**config.mk**
```make
export PLATFORM = sky130hd
export DESIGN_NAME = alu16
export DESIGN_NICKNAME = d
export VERILOG_FILES = /design/src/rtl/alu16.sv
export SDC_FILE = /design/constraint.sdc
export NUM_CORES = 1
export LEC_CHECK = 0
export CORE_MARGIN = 3
export CORE_UTILIZATION = 50
export CTS_CLUSTER_DIAMETER = 150
export DETAILED_ROUTE_END_ITERATION = 8
export DONT_BUFFER_PORTS = 1
export PLACE_DENSITY = 0.68
export SYNTH_ARGS = -nofsm -noshare
export SYNTH_HDL_FRONTEND = slang
export SYNTH_SLANG_ARGS = --single-unit
```
**constraint.sdc**
```tcl
create_clock -name clk -period 4.4 [get_ports clk]
set_input_delay 0.66 -clock clk [delete_from_list [all_inputs] [get_ports clk]]
set_output_delay 0.66 -clock clk [all_outputs]
set_load 0.1 [all_outputs]
```
**src/rtl/alu16.sv**
```systemverilog
// ---------------------------------------------------------------------------
// alu16
//   16-bit datapath ALU between the register-file read operands and the
//   writeback mux. The result and the Z/N/V flags are purely combinational.
//   A registered copy of the flags (status_q) is captured on request for the
//   controller's conditional-branch logic.
//
// Parameters
//   WIDTH     operand/result width in bits (>= 2); flags are always 3 bits
//
// Ports
//   clk       in   1      rising-edge clock, used only by the status register
//   reset_n   in   1      synchronous active-low reset of the status register
//   Ain       in   WIDTH  operand A
//   Bin       in   WIDTH  operand B
//   ALUop     in   2      00 A+B, 01 A-B, 10 A&B, 11 ~B
//   load_s    in   1      capture ZNO into status_q on this clock edge
//   out       out  WIDTH  combinational result
//   ZNO       out  3      combinational flags: [2]=Z, [1]=N, [0]=V
//   status_q  out  3      registered flags, same bit order as ZNO
// ---------------------------------------------------------------------------
module alu16 #(
  parameter int WIDTH = 16
) (
  input  logic             clk,
  input  logic             reset_n,
  input  logic [WIDTH-1:0] Ain,
  input  logic [WIDTH-1:0] Bin,
  input  logic [1:0]       ALUop,
  input  logic             load_s,
  output logic [WIDTH-1:0] out,
  output logic [2:0]       ZNO,
  output logic [2:0]       status_q
);

  localparam logic [1:0] OP_ADD = 2'b00;
  localparam logic [1:0] OP_SUB = 2'b01;
  localparam logic [1:0] OP_AND = 2'b10;
  localparam logic [1:0] OP_NOT = 2'b11;

  logic [WIDTH-1:0] result;
  logic             ovf;
  logic             a_msb;
  logic             b_msb;
  logic             r_msb;
  logic [2:0]       status_d;

  assign a_msb = Ain[WIDTH-1];
  assign b_msb = Bin[WIDTH-1];
  assign r_msb = result[WIDTH-1];

  // Result and signed overflow. Subtraction is A + ~B + 1, so it overflows
  // when the operand signs differ and the result sign departs from A.
  always_comb begin
    result = '0;
    ovf    = 1'b0;
    case (ALUop)
      OP_ADD: begin
        result = Ain + Bin;
        ovf    = (a_msb == b_msb) && (r_msb != a_msb);
      end
      OP_SUB: begin
        result = Ain + ~Bin + WIDTH'(1);
        ovf    = (a_msb != b_msb) && (r_msb != a_msb);
      end
      OP_AND: begin
        result = Ain & Bin;
      end
      OP_NOT: begin
        result = ~Bin;
      end
      default: begin
        result = '0;
        ovf    = 1'b0;
      end
    endcase
  end

  assign out = result;
  assign ZNO = {(result == '0), r_msb, ovf};

  // Reset takes priority over a load request; otherwise hold.
  always_comb begin
    status_d = status_q;
    if (!reset_n) begin
      status_d = 3'b000;
    end else if (load_s) begin
      status_d = ZNO;
    end
  end

  always_ff @(posedge clk) begin
    status_q <= status_d;
  end

endmodule

```
==> results.py <==
metrics = {
    "pwr": {
        "total_power_mw": 0.722,
        "leakagePower_nw": 1.25,
        "ir_drop_mv": 0.138,
        "p_per_area_nw_per_um2": 242,
    },
    "setup_path": {
        "regToRegStartpoint": "status_q[2]",
        "cp.arrival_ps": 3540,
        "crit_start": "Bin[2]",
        "cp_max_fo": 8,
        "worst_setup_path_end_kind": "output port",
        "crit_path_end": "ZNO[2]",
        "r2r_cells": 2,
        "startpoint_type": "input pin",
        "critical_path_required_ps": 3740,
        "worstSetupPathType": "in2out",
        "rrSetupSlack_ps": 3060,
        "timing.rr.end": "status_q[2]",
    },
    "logic_synthesis": {
        "synth_edf_count": 0,
        "syn_area_per_cell_um2": 6.87,
        "syn_area_um2": 2480,
        "synth_fp_nets": 432,
        "synth_flop_cell": "dfxtp_1",
        "ys_ff_latch": 3,
        "async_flop_share": 0,
        "ys_seq_area_frac": 0.0242,
        "synthDistinctLibCells": 70,
        "syn_inst": 361,
        "ys_warn_count": 0,
    },
    "global_routing": {
        "grt_pass1_wl_mm": 13.0,
        "grt_pass1_vias": 2638,
        "overflow": 0,
        "grt_usage": 0.266,
        "antenna_found_initial": 0,
        "grt_max_degree": 36,
    },
    "drt": {
        "ant_nets": 0,
        "drc": 0,
        "dr.pass1.iters": 4,
        "initialDrtViolationCount": 148,
        "via_per_inst": 6.55,
        "routed_wl_mm": 8.09,
        "wl_per_cell_um": 18.5,
        "num_vias": 2855,
    },
    "hold_path": {
        "hp-class": "in2reg",
        "whs_path_depth": 1,
    },
    "sta": {
        "finalSetupTns_ps": 0,
        "fmax_mhz": 238,
        "final-setup-viol-count": 0,
        "period_needed_ps": 4200,
        "worst_pin_slew_ps": 1130,
        "maxSlewViolCount": 0,
        "holdWs_ps": 554,
        "timing.final.ws_setup_ps": 199,
        "fin_skew_ps": 0,
        "fin_crit_sh": 0.955,
        "hold_viol_final": 0,
        "rsz0062_at_grt": "false",
        "relSlewSlack": 0.245,
    },
    "floorplan": {
        "die_area_um2": 5840,
        "die_x_um": 76.4,
        "die_h_um": 76.4,
        "core-area_um2": 4750,
        "initial_utilization": 0.522,
        "rows": 25,
        "num_io_pins": 59,
    },
    "final_layout": {
        "post-route-util": 0.627,
        "final_cell_mix": "inv_1 (33), nand2_1 (25), ha_1 (25)",
        "area_delta_synth_final_pct": 20.2,
        "diodes": 0,
        "drive_gt1_frac": 0.211,
        "final_common_cell": "inv_1",
        "fin_area_um2": 2980,
        "final_cell_count_no_fill": 436,
        "largest_reg_flops": 3,
        "largestRegisters": "status_q x3",
        "regMostFlops": "status_q",
        "nFillCells": 463,
        "fin_nets": 441,
    },
    "placed_design": {
        "gp_congestion": 0.935,
        "dp_cells": 432,
        "dp_hpwl_mm": 6.45,
        "placed_area_um2": 2920,
        "post-place-ws_ps": 128,
        "portBuffers": 0,
    },
    "clock_network": {
        "tritoncts": "built",
        "cts_num_sinks": 3,
        "clock_latency_ps": 210,
        "holdBufCountCts": 0,
        "root_buffer": "clkbuf_8",
        "clkTransAtPathRegs_ps": 30,
        "cts_buffers": 3,
        "clockBufferDepth": 2,
        "cts_setup_buffers": 0,
        "htree_levels": 1,
    },
    "outcome": {
        "outcome": "completed",
    },
    "flow_run": {
        "max_cap_violations": 0,
    },
}
worst min-delay path by stage:
stage                     slack, ps           to      from
final                           550  status_q[0]  ALUop[1]
after global routing            550  status_q[0]  ALUop[1]
after CTS                       550  status_q[0]  ALUop[1]
after detailed placement        770  status_q[0]  ALUop[1]
after global placement          770  status_q[0]  ALUop[1]
after floorplan                 790  status_q[1]   reset_n
per-layer routing:
| layer | vias to the layer above | track usage | wire (um) |
|---|---|---|---|
| met3 | 15 | 0.0355 | 758 |
| met2 | 148 | 0.448 | 3670 |
| met1 | 1313 | 0.363 | 3480 |
| met4 | 0 | 0.0507 | 174 |
| met5 | - | 0 | 0 |
| li1 | 1379 | - | - |
power by group:
group	internal, mW	switching (mW)	leakage (nW)
registers	0.0288	0.0105	0.0244
logic	0.190	0.417	1.21
clock network	0.0615	0.0148	0.0228
total	0.280	0.443	1.25
cells in the mapped netlist (3+ instances only):
master,count,area [um^2]
nand3_1,10,50.1
xnor2_1,4,35.0
and3_1,4,25.0
a211oi_1,9,67.6
inv_1,37,139
nor3_1,15,75.1
a22oi_1,3,22.5
o22ai_1,4,25.0
nor2_1,27,101
xor2_1,3,26.3
nand3b_1,3,22.5
o21ai_0,20,100
a21oi_1,16,80.1
a2111o_1,5,56.3
o221ai_1,4,35.0
a31oi_1,6,37.5
mux2i_1,4,40.0
clkbuf_1,10,37.5
or3_1,3,18.8
nand2b_1,8,50.1
nor2b_1,10,62.6
or2_2,7,43.8
buf_2,4,20.0
ha_1,32,400
nor4_1,4,25.0
a21o_1,10,75.1
o41ai_1,4,35.0
o31ai_1,3,22.5
nand2_1,25,93.8
a2111oi_0,4,35.0
o211ai_1,5,37.5
a2bb2oi_1,3,26.3
buf_1,4,15.0
dfxtp_1,3,60.1
area by class of cell:
cell class	instances	area, um^2	area share
multi-input combinational	301	2420	0.810
timing repair buffer	24	225	0.0755
inverter	37	151	0.0508
tap	67	83.8	0.0281
sequential	3	60.1	0.0201
clock buffer	4	45.0	0.0151
critical path, stage by stage:
cell       delay (ps)
inv_1              30
ha_1              420
o21bai_1          160
a211oi_2          410
o21ai_1           150
xnor2_1           160
mux4_2            520
nor4_2            230
o2111ai_1         230
nor4_4            350
buf_12            210
cells by family after synthesis:
kind of cell / synth area share
multiplexers: 0.0388
flip-flops: 0.0242
adder cells (fa/ha/maj): 0.178
AND/OR/NAND/NOR: 0.261
AO/OA/AOI/OAI: 0.383
buffers and inverters: 0.0913
XOR/XNOR: 0.0247
what timing repair did:
action / CTS / global route
setup endpoints to repair: 0 / 1
endpoints found under the hold margin: 0 / 0
gates resized for setup: 0 / 4
Power figures use the tool's default switching activity.
